[config.mk]
export PLATFORM = sky130hd
export DESIGN_NAME = fetch_unit
export DESIGN_NICKNAME = d
export VERILOG_FILES = /design/src/rtl/fetch_unit.sv
export SDC_FILE = /design/constraint.sdc
export NUM_CORES = 1
export LEC_CHECK = 0
export BUFFER_PORTS_ARGS = -buffer_cell sky130_fd_sc_hd__buf_2
export CAP_MARGIN = 20
export CORE_MARGIN = 2
export CORE_UTILIZATION = 50
export DETAILED_ROUTE_END_ITERATION = 6
export GPL_ROUTABILITY_DRIVEN = 0
export PLACE_DENSITY = 0.76
export REMOVE_ABC_BUFFERS = 1
export SLEW_MARGIN = 10
export SYNTH_ARGS = -nofsm -noshare
export SYNTH_HDL_FRONTEND = slang
export SYNTH_SLANG_ARGS = --single-unit
[constraint.sdc]
create_clock -name clock -period 3.2 [get_ports clock]
set_input_delay 0.64 -clock clock [delete_from_list [all_inputs] [get_ports clock]]
set_output_delay 0.64 -clock clock [all_outputs]
set_load 0.005 [all_outputs]
[src/rtl/fetch_unit.sv]
// Instruction-fetch front end: credit-limited request issue, in-order
// response capture into a prefetch queue, and redirect-driven flush.
module fetch_unit #(
  parameter int XLEN = 32,
  parameter int DEPTH = 4,
  parameter logic [XLEN-1:0] RESET_PC = '0
) (
  input  logic            clock,
  input  logic            reset,
  output logic            imem_req,
  output logic [XLEN-1:0] imem_addr,
  input  logic            imem_gnt,
  input  logic            imem_rvalid,
  input  logic [XLEN-1:0] imem_rdata,
  input  logic            redirect,
  input  logic [XLEN-1:0] redirect_pc,
  input  logic            stall,
  output logic            id_valid,
  output logic [XLEN-1:0] id_pc,
  output logic [XLEN-1:0] id_inst
);

  localparam int AW = $clog2(DEPTH);
  localparam int CW = AW + 1;

  logic [CW-1:0]   count;
  logic [CW-1:0]   inflight;
  logic [CW-1:0]   discard;
  logic [AW-1:0]   head;
  logic [AW-1:0]   tail;
  logic [XLEN-1:0] fetch_pc;
  logic [XLEN-1:0] resp_pc;
  logic            run;
  logic [CW:0]     credit_sum;
  logic            grant;
  logic            rsp;
  logic            push;
  logic            pop;

  logic [XLEN-1:0] q_pc   [DEPTH];
  logic [XLEN-1:0] q_inst [DEPTH];

  // Credit covers queued plus in-flight words, so the queue cannot overflow.
  assign credit_sum = {1'b0, count} + {1'b0, inflight};
  assign imem_req   = run && !redirect
                   && (credit_sum < (CW+1)'(DEPTH));
  assign imem_addr  = fetch_pc;

  assign grant = imem_req && imem_gnt;
  assign rsp   = imem_rvalid && (inflight != '0);
  assign push  = rsp && (discard == '0) && !redirect;
  assign pop   = id_valid && !stall && !redirect;

  assign id_valid = (count != '0);
  assign id_pc    = id_valid ? q_pc[head]   : '0;
  assign id_inst  = id_valid ? q_inst[head] : '0;

  always_ff @(posedge clock or posedge reset) begin
    if (reset) begin
      run      <= 1'b0;
      count    <= '0;
      inflight <= '0;
      discard  <= '0;
      head     <= '0;
      tail     <= '0;
      fetch_pc <= RESET_PC;
      resp_pc  <= RESET_PC;
    end else begin
      run <= 1'b1;
      if (redirect) begin
        count    <= '0;
        head     <= '0;
        tail     <= '0;
        inflight <= inflight - CW'(rsp);
        discard  <= inflight - CW'(rsp);
        fetch_pc <= redirect_pc;
        resp_pc  <= redirect_pc;
      end else begin
        inflight <= inflight + CW'(grant) - CW'(rsp);
        count    <= count + CW'(push) - CW'(pop);
        if (rsp && (discard != '0))
          discard <= discard - CW'(1);
        if (push) begin
          tail    <= tail + AW'(1);
          resp_pc <= resp_pc + XLEN'(4);
        end
        if (pop)
          head <= head + AW'(1);
        if (grant)
          fetch_pc <= fetch_pc + XLEN'(4);
      end
    end
  end

  always_ff @(posedge clock) begin
    if (push) begin
      q_pc[tail]   <= resp_pc;
      q_inst[tail] <= imem_rdata;
    end
  end

  a_rvalid_legal: assert property (
    @(posedge clock) disable iff (reset)
    !(imem_rvalid && (inflight == '0))
  );

endmodule
==> qor.txt, run 1 <==
YOSYS
-------------------------------------------------------------------------------------
Number of storage elements in the synthesis netlist ....................          334
Post-synthesis simple-gate area fraction ...............................        10.5%
Mux contribution to synthesized area ...................................        10.9%
Gate count of the mapped netlist .......................................          897
Count of unique library cells instantiated by Yosys ....................           50
Synth Area in Compound Gates ...........................................        4.21%
Area share of the largest cell type after synthesis ....................        54.4%
Leading cell type by number of instances after synthesis ............... sky130_fd_sc_hd__edfxtp_1
XOR/XNOR share of the synthesized area .................................        2.54%
Async set-or-reset flop fraction in the synthesized netlist ............        23.4%
Sequential cell area fraction in the yosys report ......................        68.2%
Library cell occupying the most area in the post-synthesis netlist ..... sky130_fd_sc_hd__edfxtp_1
Number of enable-type register cells in the synthesized netlist ........          256
Primary flip-flop cell chosen by synthesis mapping ..................... sky130_fd_sc_hd__edfxtp_1
Post-synthesis cell area ...............................................    14100 um2
Main combinational cell family by area after synthesis ................. multiplexers
Most frequent cells after synthesis .................................... sky130_fd_sc_hd__edfxtp_1, sky130_fd_sc_hd__dfrtp_1, sky130_fd_sc_hd__and2_1
Largest cells by area after synthesis .................................. sky130_fd_sc_hd__edfxtp_1, sky130_fd_sc_hd__dfrtp_1, sky130_fd_sc_hd__mux4_2
Warnings from Yosys ....................................................            0
Avg Synthesized Cell Area ..............................................     15.8 um2
Post-synthesis adder-cell area fraction ................................        1.70%

GLOBAL ROUTING
-------------------------------------------------------------------------------------
Pin count of the biggest net entering global routing ...................           66
GRT Residual Overflow ..................................................            0
Via count of the first global-routing pass .............................         8578
Initial antenna violation count ........................................            1
Global-route wire length before repair .................................     48400 um
Total global routing track utilization .................................        21.6%

PLACE
-------------------------------------------------------------------------------------
Port-buffer cells ......................................................          167
Place WS ...............................................................       417 ps
Post-DP Area ...........................................................    15600 um2
Number of cells after detailed placement ...............................         1429
Final HPWL DP ..........................................................     20700 um

ROUTING
-------------------------------------------------------------------------------------
Drc violations .........................................................            0
Routed vias ............................................................         8531
Number of nets with antenna violations after detailed routing ..........            0
Count of routing violations after the opening detailed-route iteration .          826
Avg Vias per Cell ......................................................         5.71
Total detailed-routing wirelength ......................................     31200 um
First drt pass iteration count .........................................            5
Wire length per cell ...................................................      20.9 um

FLOORPLAN
-------------------------------------------------------------------------------------
Horiz. Die Dim .........................................................       172 um
Effective utilization at floorplan .....................................        50.9%
IO Count ...............................................................          168
Area of the core .......................................................    27800 um2
Area enclosed by the die boundary ......................................    29600 um2
FP Rows ................................................................           61
Die boundary height ....................................................       172 um

STA
-------------------------------------------------------------------------------------
Shortest period the worst path allows ..................................      2930 ps
Actual slew at the worst max-slew pin ..................................      1050 ps
RSZ-0062 raised after global routing ...................................           no
Final cycle utilization of the critical path ...........................        91.7%
Number of endpoints with negative hold slack in the final report .......            0
Setup WS post-layout ...................................................       266 ps
Setup Skew .............................................................      7.66 ps
Number of max-slew violations in the final report ......................            0
Slew margin rel. .......................................................        29.9%
Highest clock rate .....................................................      341 MHz
Sum Neg Setup Slack ....................................................         0 ps
Final-report setup violation count .....................................            0
Hold_ws ................................................................       251 ps

CRITICAL PATH
-------------------------------------------------------------------------------------
Critical Path RT .......................................................      2560 ps
Data arrival time of the critical path .................................      2290 ps
Number of cells on the worst reg-to-reg path ...........................           11
Worst Path Max Fanout ..................................................           17
Element type at the critical path start ................................     register
Crit path kind ......................................................... register to output port
Crit end category ......................................................  output port

CLOCK NETWORK
-------------------------------------------------------------------------------------
Post CTS Setup Buffer Count ............................................            0
Total of cells resized after clock tree synthesis ......................            0
Number of buffers on the longest clock path ............................            3
Num CTS Buffers ........................................................           35
Clock latency reported for the late side of the worst-skew pair ........       510 ps
TritonCTS clock tree ...................................................          yes
Clock H-tree levels ....................................................            2
Hold buffers post-CTS ..................................................            0
CTS Root Cell .......................................................... sky130_fd_sc_hd__clkbuf_16
Clock tree sinks .......................................................          334
Clock transition at the registers of the reported paths ................        60 ps

POWER AND IR DROP
-------------------------------------------------------------------------------------
Total power ............................................................      11.9 mW
Static Leakage .........................................................      6.15 nW
Power density over the cells ...........................................   706 nW/um2
Worst-case vdd ir drop .................................................     0.463 mV

CELLS AND AREA
-------------------------------------------------------------------------------------
Number of cells in the finished layout apart from fillers ..............         1493
Share of post-route cells with drive strength above 1 ..................        30.0%
Total non-filler cell area in the finished layout ......................    16800 um2
Post-layout utilization of the core ....................................        60.5%
Net count, final .......................................................         1176
Number of diodes added for antenna fixing ..............................            0
Area growth from synthesis to layout ...................................        18.9%
Total of fill cells in the finished design .............................         2169

OUTCOME
-------------------------------------------------------------------------------------
Result of the run ......................................................    completed

RUN
-------------------------------------------------------------------------------------
Number of maximum-capacitance violations ...............................            0

WORST HOLD PATH
-------------------------------------------------------------------------------------
Class of the worst hold path ........................................... input port to asynchronous set/reset pin

-- layer usage --
| layer | global-route usage (%) | vias up | routed length, um |
|---|---|---|---|
| li1 | - | 3823 | - |
| met1 | 29.6 | 4347 | 13100 |
| met2 | 36.2 | 308 | 15400 |
| met3 | 3.55 | 53 | 1990 |
| met4 | 5.99 | 0 | 784 |
| met5 | 0 | - | 0 |
-- state kept, by name, indices dropped and copies added (netlist names) --
signal     flops
inflight       3
resp_pc       32
imem_addr     32
run            1
discard        3
q_pc         128
tail           2
count          3
q_inst       128
head           2
-- cell type report --
class	instances	area (um2)	share of cell area [%]
sequential	334	9650	57.4
multi-input combinational	493	4220	25.1
timing repair buffer	198	1180	7.03
clock buffer	42	922	5.49
tap	378	473	2.82
clock inverter	22	251	1.50
inverter	26	98.8	0.589
-- placed cells by master, fill, tap and decap left out, drive strengths merged, types with 4 or more instances in the layout --
master	instances
o21ai	42
nor2	28
nand3b	4
xor2	14
mux2i	5
xnor2	27
a21boi	4
bufinv	5
mux4	64
and4	6
clkbuf	42
and2	73
o211ai	14
mux2	4
and3	7
nor4	13
buf	198
nand3	22
clkinv	14
inv	28
edfxtp	256
nor3	15
nand4	19
nand2	66
o311ai	13
dfrtp	78
ha	16
a21oi	9
-- where the power goes --
part	switching [mW]	leakage [nW]	total, mW	internal [mW]
sequential	0.326	3.25	5.26	4.94
clock	1.64	0.578	4.12	2.48
combinational	1.20	2.32	2.48	1.28
total	3.17	6.15	11.9	8.69
-- worst max-delay path, stage by stage (launching register included) --
cell	delay, ps
sky130_fd_sc_hd__dfrtp_4	660
sky130_fd_sc_hd__buf_12	250
sky130_fd_sc_hd__mux4_2	540
sky130_fd_sc_hd__and2_1	200
sky130_fd_sc_hd__buf_2	130
-- worst paths after layout --
kind | start | to | slack, ps
worst max-delay path | head[0]$_DFFE_PP0P_ | id_pc[3] | 270
worst min-delay path | reset | imem_addr[27]$_DFFE_PP0N_ | 250
max in group asynchronous | reset | resp_pc[30]$_DFFE_PP0N_ | 2140
min in group clock | imem_rdata[3] | q_inst[2][3]$_DFFE_PP_ | 340
worst min register to register | resp_pc[1]$_DFFE_PP0P_ | q_pc[0][1]$_DFFE_PP_ | 530
worst max register to register | inflight[2]$_DFF_PP0_ | inflight[2]$_DFF_PP0_ | 530
-- cells by family after synthesis --
family | Yosys count
buffers and inverters | 70
other | 1
AOI/OAI and AO/OA | 93
xor gates and xnor gates | 41
adders and majority gates | 18
muxes | 73
and+or+nand+nor | 267
DFF | 334
Power figures use the tool's default switching activity.
==> inputs of run 2 (changes only) <==
--- a/config.mk
+++ b/config.mk
@@ -5,6 +5,7 @@
 export SDC_FILE = /design/constraint.sdc
 export NUM_CORES = 1
 export LEC_CHECK = 0
+export ABC_AREA = 1
 export BUFFER_PORTS_ARGS = -buffer_cell sky130_fd_sc_hd__buf_2
 export CAP_MARGIN = 20
 export CORE_MARGIN = 2
==> run 2 against run 1 <==
Compared with the run above: via count is 34% higher; critical path type unchanged; register-to-register slack better by 170 ps; cell count is 40% higher; synthesized area is 7.7% higher; synthesized cell count is 69% higher; final area is 5.2% higher; sequential share of layout area is 2.8 points lower; combinational power is 36% higher; die area is 7.5% higher; utilization is 1.2 points lower.
==> qor.txt, run 2 <==
PLACE
-------------------------------------------------------------------------------------
Port-buffer cells ......................................................          167
Final HPWL DP ..........................................................     22700 um
Post-DP Area ...........................................................    16600 um2
Number of cells after detailed placement ...............................         2032
Place WS ...............................................................       478 ps

POWER AND IR DROP
-------------------------------------------------------------------------------------
Fraction of power consumed by sequential logic .........................        43.0%
Power density over the cells ...........................................   722 nW/um2
Internal cell power ....................................................      8.56 mW
Static Leakage .........................................................      7.14 nW
Clock network fraction of total power ..................................        30.5%
Share of total power consumed by net switching .........................        32.9%
Worst-case vdd ir drop .................................................     0.542 mV
Logic pwr share ........................................................        26.5%
Switching Power ........................................................      4.20 mW

GLOBAL ROUTING
-------------------------------------------------------------------------------------
Pin count of the biggest net entering global routing ...................           68
Via count of the first global-routing pass .............................        11000
Initial antenna violation count ........................................            1
Total global routing track utilization .................................        22.7%
GRT Residual Overflow ..................................................            0
Global-route wire length before repair .................................     56400 um

CELLS AND AREA
-------------------------------------------------------------------------------------
Total non-filler cell area in the finished layout ......................    17700 um2
Total of fill cells in the finished design .............................         2478
Biggest regs ........................................................... q_inst: 128 flops, q_pc: 128 flops
Commonest non-fill, non-tap cell in the layout ......................... sky130_fd_sc_hd__nor2_1
Number of cells in the finished layout apart from fillers ..............         2095
Number of diodes added for antenna fixing ..............................            0
Commonest non-fill, non-tap cells in the layout ........................ sky130_fd_sc_hd__nor2_1, sky130_fd_sc_hd__edfxtp_1, sky130_fd_sc_hd__nand2_1
Net count, final .......................................................         1767
Share of post-route cells with drive strength above 1 ..................        18.4%
Area growth from synthesis to layout ...................................        16.1%

YOSYS
-------------------------------------------------------------------------------------
Warnings from Yosys ....................................................            0
Post-synthesis cell area ...............................................    15200 um2
Most frequent cells after synthesis .................................... sky130_fd_sc_hd__nor2_1, sky130_fd_sc_hd__edfxtp_1, sky130_fd_sc_hd__nand2_1
Largest cells by area after synthesis .................................. sky130_fd_sc_hd__edfxtp_1, sky130_fd_sc_hd__dfrtp_1, sky130_fd_sc_hd__nor2_1
Sequential cell area fraction in the yosys report ......................        63.4%
Async set-or-reset flop fraction in the synthesized netlist ............        23.4%
Number of enable-type register cells in the synthesized netlist ........          256
Leading cell type by number of instances after synthesis ............... sky130_fd_sc_hd__nor2_1
Area share of the largest cell type after synthesis ....................        50.5%
Count of unique library cells instantiated by Yosys ....................           45
Number of storage elements in the synthesis netlist ....................          334
Avg Synthesized Cell Area ..............................................     10.0 um2
Gate count of the mapped netlist .......................................         1519
Library cell occupying the most area in the post-synthesis netlist ..... sky130_fd_sc_hd__edfxtp_1
Primary flip-flop cell chosen by synthesis mapping ..................... sky130_fd_sc_hd__edfxtp_1

ROUTING
-------------------------------------------------------------------------------------
Routed vias ............................................................        11400
Avg Vias per Cell ......................................................         5.45
Drc violations .........................................................            0
Wire length per cell ...................................................      17.1 um
Count of routing violations after the opening detailed-route iteration .          897
First drt pass iteration count .........................................            7
Total detailed-routing wirelength ......................................     35700 um
Number of nets with antenna violations after detailed routing ..........            0

OUTCOME
-------------------------------------------------------------------------------------
Result of the run ......................................................    completed

CRITICAL PATH
-------------------------------------------------------------------------------------
Number of cells on the worst reg-to-reg path ...........................           12
Launch point of the worst reg-to-reg path .............................. discard[0]$_DFFE_PP0P_
Data arrival time of the critical path .................................      2300 ps
Critical Path RT .......................................................      2560 ps
Crit path kind ......................................................... register to output port
Element type at the critical path start ................................     register
Critical register-to-register path endpoint ............................ count[2]$_DFF_PP0_
Worst-case register-to-register setup slack ............................       700 ps
Crit end category ......................................................  output port
Worst Path Max Fanout ..................................................           62

STA
-------------------------------------------------------------------------------------
Number of endpoints with negative hold slack in the final report .......            0
Setup Skew .............................................................      14.2 ps
Number of max-slew violations in the final report ......................            0
Slew margin rel. .......................................................        44.2%
Sum Neg Setup Slack ....................................................         0 ps
Final cycle utilization of the critical path ...........................        91.8%
Highest clock rate .....................................................      340 MHz
Actual slew at the worst max-slew pin ..................................       836 ps
Final-report setup violation count .....................................            0
RSZ-0062 raised after global routing ...................................           no
Shortest period the worst path allows ..................................      2940 ps
Setup WS post-layout ...................................................       263 ps

CLOCK NETWORK
-------------------------------------------------------------------------------------
Number of buffers on the longest clock path ............................            3
Total of cells resized after clock tree synthesis ......................            0
Hold buffers post-CTS ..................................................            0
Clock latency reported for the late side of the worst-skew pair ........       520 ps
Clock H-tree levels ....................................................            2
Num CTS Buffers ........................................................           35
Clock transition at the registers of the reported paths ................        60 ps
Clock tree sinks .......................................................          334
TritonCTS clock tree ...................................................          yes
Post CTS Setup Buffer Count ............................................            0
CTS Root Cell .......................................................... sky130_fd_sc_hd__clkbuf_16

FLOORPLAN
-------------------------------------------------------------------------------------
Die boundary height ....................................................       178 um
Area of the core .......................................................    29800 um2
Effective utilization at floorplan .....................................        51.1%
IO Count ...............................................................          168
Horiz. Die Dim .........................................................       178 um
Area enclosed by the die boundary ......................................    31800 um2
FP Rows ................................................................           63

RUN
-------------------------------------------------------------------------------------
Number of maximum-capacitance violations ...............................            0

WORST HOLD PATH
-------------------------------------------------------------------------------------
Class of the worst hold path ........................................... input port to asynchronous set/reset pin

## run 2: cell count changes after synthesis, moves of 64 or more
cell	previous run	this run
sky130_fd_sc_hd__o21ai_0	42	164
sky130_fd_sc_hd__and2_1	73	2
sky130_fd_sc_hd__inv_1	26	98
sky130_fd_sc_hd__nand2_1	66	228
sky130_fd_sc_hd__mux4_2	64	0
sky130_fd_sc_hd__nor2_1	28	317
sky130_fd_sc_hd__a21oi_1	9	82
## run 2: worst max-delay path, stage by stage, from the launching register on
cell	delay, ps
sky130_fd_sc_hd__dfrtp_4	610
sky130_fd_sc_hd__inv_2	130
sky130_fd_sc_hd__buf_4	460
sky130_fd_sc_hd__o21ai_0	220
sky130_fd_sc_hd__a21oi_1	200
sky130_fd_sc_hd__buf_2	150
## run 2: routing by layer
layer	vias to the layer above	GRT usage (%)	wire length (um)
met5	-	0	9
met4	2	6.17	602
met3	51	3.39	2910
met2	440	37.8	16900
met1	5449	31.1	15300
li1	5466	-	-
## run 2: how the worst max path moves through the flow
stage	to	startpoint	slack [ps]
2_1_floorplan	id_inst[0]	head[0]$_DFFE_PP0P_	-1370
3_3_place_gp	count[2]$_DFF_PP0_	redirect	550
5_1_grt	id_inst[16]	head[0]$_DFFE_PP0P_	90
3_5_place_dp	count[2]$_DFF_PP0_	redirect	480
4_1_cts	id_inst[9]	head[0]$_DFFE_PP0P_	240
6_report	id_inst[9]	head[0]$_DFFE_PP0P_	260
## run 2: power groups by stage
stage / clock network (mW) / registers, mW / logic (mW)
2_1_floorplan: 0 / 5.54 / 1.85
6_report: 3.89 / 5.49 / 3.38
3_5_place_dp: 0 / 5.56 / 3.39
4_1_cts: 3.96 / 5.48 / 3.42
3_3_place_gp: 0 / 5.55 / 3.30
5_1_grt: 4.15 / 5.54 / 3.85
## run 2: cell families (layout without fill, tap and decap cells)
| family | after synthesis | count (layout) | share of synthesized area, % |
|---|---|---|---|
| flip-flops | 334 | 334 | 63.4 |
| AND/OR/NAND/NOR | 695 | 695 | 19.6 |
| XOR/XNOR | 17 | 17 | 0.979 |
| buffers and inverters | 174 | 360 | 4.75 |
| adder cells (fa/ha/maj) | 18 | 18 | 1.58 |
| AO/OA/AOI/OAI | 280 | 280 | 9.75 |
| other | 1 | 1 | 0.0246 |
## run 2: cell type report
cell class | count | area (um2) | share of cell area, %
clock buffer | 45 | 913 | 5.17
timing repair buffer | 189 | 1130 | 6.38
tap | 390 | 488 | 2.76
multi-input combinational | 1011 | 4890 | 27.7
inverter | 108 | 407 | 2.30
clock inverter | 18 | 193 | 1.09
sequential | 334 | 9640 | 54.6
## run 2: through the flow
step                      utilization, %  power [mW]  hold slack [ps]
after detailed placement            55.6        8.96              491
after floorplan                        -        7.38              465
after global routing                59.3        13.5              268
after global placement              55.6        8.85              483
after CTS                           59.3        12.9              228
final                               59.3        12.8              229
==> inputs of run 3 (changes only) <==
--- a/config.mk
+++ b/config.mk
@@ -13,7 +13,6 @@
 export DETAILED_ROUTE_END_ITERATION = 6
 export GPL_ROUTABILITY_DRIVEN = 0
 export PLACE_DENSITY = 0.76
-export REMOVE_ABC_BUFFERS = 1
 export SLEW_MARGIN = 10
 export SYNTH_ARGS = -nofsm -noshare
 export SYNTH_HDL_FRONTEND = slang
==> run 3 against run 2 <==
Compared with the run above: non-clock buffer count shrank 2; clock power grew 1%; largest power group unchanged; critical path depth grew 1; first-iteration DRC count grew 15%; hold slack lost 51 ps; count of clock-buffer cells in the layout grew 3; via count grew 0.28%.
==> qor.txt, run 3 (same netlist as run 2, synthesis figures left out) <==
OUTCOME
-------------------------------------------------------------------------------------
Result of the run ......................................................    completed

STA
-------------------------------------------------------------------------------------
Actual slew at the worst max-slew pin ..................................       839 ps
Shortest period the worst path allows ..................................      2910 ps
Setup Skew .............................................................      16.3 ps
Hold_ws ................................................................       177 ps
Slew margin rel. .......................................................        44.1%
Final cycle utilization of the critical path ...........................        91.1%
RSZ-0062 raised after global routing ...................................           no
Final-report setup violation count .....................................            0
Number of max-slew violations in the final report ......................            0
Number of endpoints with negative hold slack in the final report .......            0
Highest clock rate .....................................................      343 MHz

FLOORPLAN
-------------------------------------------------------------------------------------
IO Count ...............................................................          168
Horiz. Die Dim .........................................................       178 um
Effective utilization at floorplan .....................................        51.1%
Area enclosed by the die boundary ......................................    31800 um2
FP Rows ................................................................           63
Die boundary height ....................................................       178 um
Area of the core .......................................................    29800 um2

CRITICAL PATH
-------------------------------------------------------------------------------------
Launch point of the worst reg-to-reg path .............................. discard[0]$_DFFE_PP0P_
Crit path kind ......................................................... register to output port
Critical register-to-register path endpoint ............................ count[2]$_DFF_PP0_
Data arrival time of the critical path .................................      2270 ps
Worst Path Max Fanout ..................................................          129
Worst-case register-to-register setup slack ............................       670 ps
Element type at the critical path start ................................     register
Number of cells on the worst reg-to-reg path ...........................           12
Critical Path RT .......................................................      2560 ps
Crit end category ......................................................  output port

WORST HOLD PATH
-------------------------------------------------------------------------------------
Class of the worst hold path ........................................... input port to asynchronous set/reset pin

CLOCK NETWORK
-------------------------------------------------------------------------------------
Clock tree sinks .......................................................          334
CTS Root Cell .......................................................... sky130_fd_sc_hd__clkbuf_16
Total of cells resized after clock tree synthesis ......................            0
Clock H-tree levels ....................................................            2
Num CTS Buffers ........................................................           36
Hold buffers post-CTS ..................................................            0
Clock latency reported for the late side of the worst-skew pair ........       520 ps
Number of buffers on the longest clock path ............................            3
Clock transition at the registers of the reported paths ................        60 ps
TritonCTS clock tree ...................................................          yes
Post CTS Setup Buffer Count ............................................            0

ROUTING
-------------------------------------------------------------------------------------
Metal1 wirelength ......................................................     15200 um
Met2 WL post-DR ........................................................     16600 um
Count of routing violations after the opening detailed-route iteration .         1033
Wire length per cell ...................................................      17.0 um
Avg Vias per Cell ......................................................         5.45
Number of nets with antenna violations after detailed routing ..........            0
Total detailed-routing wirelength ......................................     35800 um
Routed vias ............................................................        11400
First drt pass iteration count .........................................            7
Uppermost routed layer .................................................         met4
Sum of met3 wire segment lengths after detailed routing ................      3260 um
Drc violations .........................................................            0

POWER AND IR DROP
-------------------------------------------------------------------------------------
Fraction of power consumed by sequential logic .........................        42.8%
Worst-case vdd ir drop .................................................     0.450 mV
Logic pwr share ........................................................        26.5%
Internal cell power ....................................................      8.56 mW
Power density over the cells ...........................................   725 nW/um2
Clock network fraction of total power ..................................        30.7%
Static Leakage .........................................................      7.13 nW
Switching Power ........................................................      4.22 mW
Share of total power consumed by net switching .........................        33.0%

GLOBAL ROUTING
-------------------------------------------------------------------------------------
Pin count of the biggest net entering global routing ...................          130
GRT Residual Overflow ..................................................            0
Via count of the first global-routing pass .............................        10800
Global-route wire length before repair .................................     56100 um
Initial antenna violation count ........................................            1
Total global routing track utilization .................................        22.5%

PLACE
-------------------------------------------------------------------------------------
Port-buffer cells ......................................................          167
Post-DP Area ...........................................................    16500 um2
Final HPWL DP ..........................................................     22200 um

CELLS AND AREA
-------------------------------------------------------------------------------------
Total non-filler cell area in the finished layout ......................    17600 um2
Commonest non-fill, non-tap cells in the layout ........................ sky130_fd_sc_hd__nor2_1, sky130_fd_sc_hd__edfxtp_1, sky130_fd_sc_hd__nand2_1
Net count, final .......................................................         1766
Share of post-route cells with drive strength above 1 ..................        18.3%
Area growth from synthesis to layout ...................................        15.8%
Commonest non-fill, non-tap cell in the layout ......................... sky130_fd_sc_hd__nor2_1
Post-layout utilization of the core ....................................        59.2%
Biggest regs ........................................................... q_inst: 128 flops, q_pc: 128 flops

RUN
-------------------------------------------------------------------------------------
Number of maximum-capacitance violations ...............................            0

YOSYS
-------------------------------------------------------------------------------------
Post-synthesis net count ...............................................         1607

## run 3: cell count changes in the layout (fill, tap and decap cells not counted), sizes merged
cell and delta:
clkinv +2, clkbuf +3, buf -2, bufinv -1, clkinvlp -1, inv -1
diode +3
## run 3: power groups by stage
stage               combinational [mW]  sequential (mW)  clock (mW)
detailed placement                3.39             5.53           0
CTS                               3.41             5.45        3.97
floorplan                         2.11             5.41           0
global route                      3.82             5.51        4.15
finish                            3.39             5.46        3.93
global placement                  3.32             5.51           0
## run 3: metal layers
| layer | GRT usage, % | vias up |
|---|---|---|
| met5 | 0 | - |
| met4 | 5.45 | 0 |
| li1 | - | 5470 |
| met1 | 31.8 | 5415 |
| met2 | 36.7 | 503 |
| met3 | 3.56 | 52 |
## run 3: critical path: stages (launching register included)
cell                      delay, ps
sky130_fd_sc_hd__dfrtp_4        430
sky130_fd_sc_hd__buf_12         450
sky130_fd_sc_hd__nor2_1         110
sky130_fd_sc_hd__nor2_1          90
sky130_fd_sc_hd__o21ai_0        100
sky130_fd_sc_hd__a21oi_1        310
sky130_fd_sc_hd__buf_2          180
## run 3: area by class of cell
type | instances | area (um2)
inverters | 108 | 408
fillers | 2437 | 12200
multi-input cells | 1011 | 4890
repair buffers | 187 | 1070
flip-flops and latches | 334 | 9640
diodes | 3 | 7.51
well taps | 390 | 488
clock buffers | 48 | 966
clock inverters | 17 | 148
## run 3: worst max-delay path by stage
stage,slack (ps),end,cells after the start,start
2_1_floorplan,-980,q_inst[0][0]$_DFFE_PP_,6,discard[0]$_DFFE_PP0P_
3_3_place_gp,680,count[2]$_DFF_PP0_,11,imem_rvalid
3_5_place_dp,620,count[2]$_DFF_PP0_,11,imem_rvalid
4_1_cts,310,id_pc[13],6,head[0]$_DFFE_PP0P_
5_1_grt,190,id_pc[22],5,head[0]$_DFFE_PP0P_
6_report,290,id_pc[22],6,head[0]$_DFFE_PP0P_
## run 3: stage by stage
| step | instances | total power [mW] | TNS, ps | setup slack, ps |
|---|---|---|---|---|
| after global placement | 2030 | 8.83 | 0 | 677 |
| after detailed placement | 2030 | 8.92 | 0 | 623 |
| after global routing | 2095 | 13.5 | 0 | 189 |
| final | 2098 | 12.8 | 0 | 286 |
| after floorplan | 1519 | 7.51 | -251810 | -984 |
| after CTS | 2095 | 12.8 | 0 | 305 |
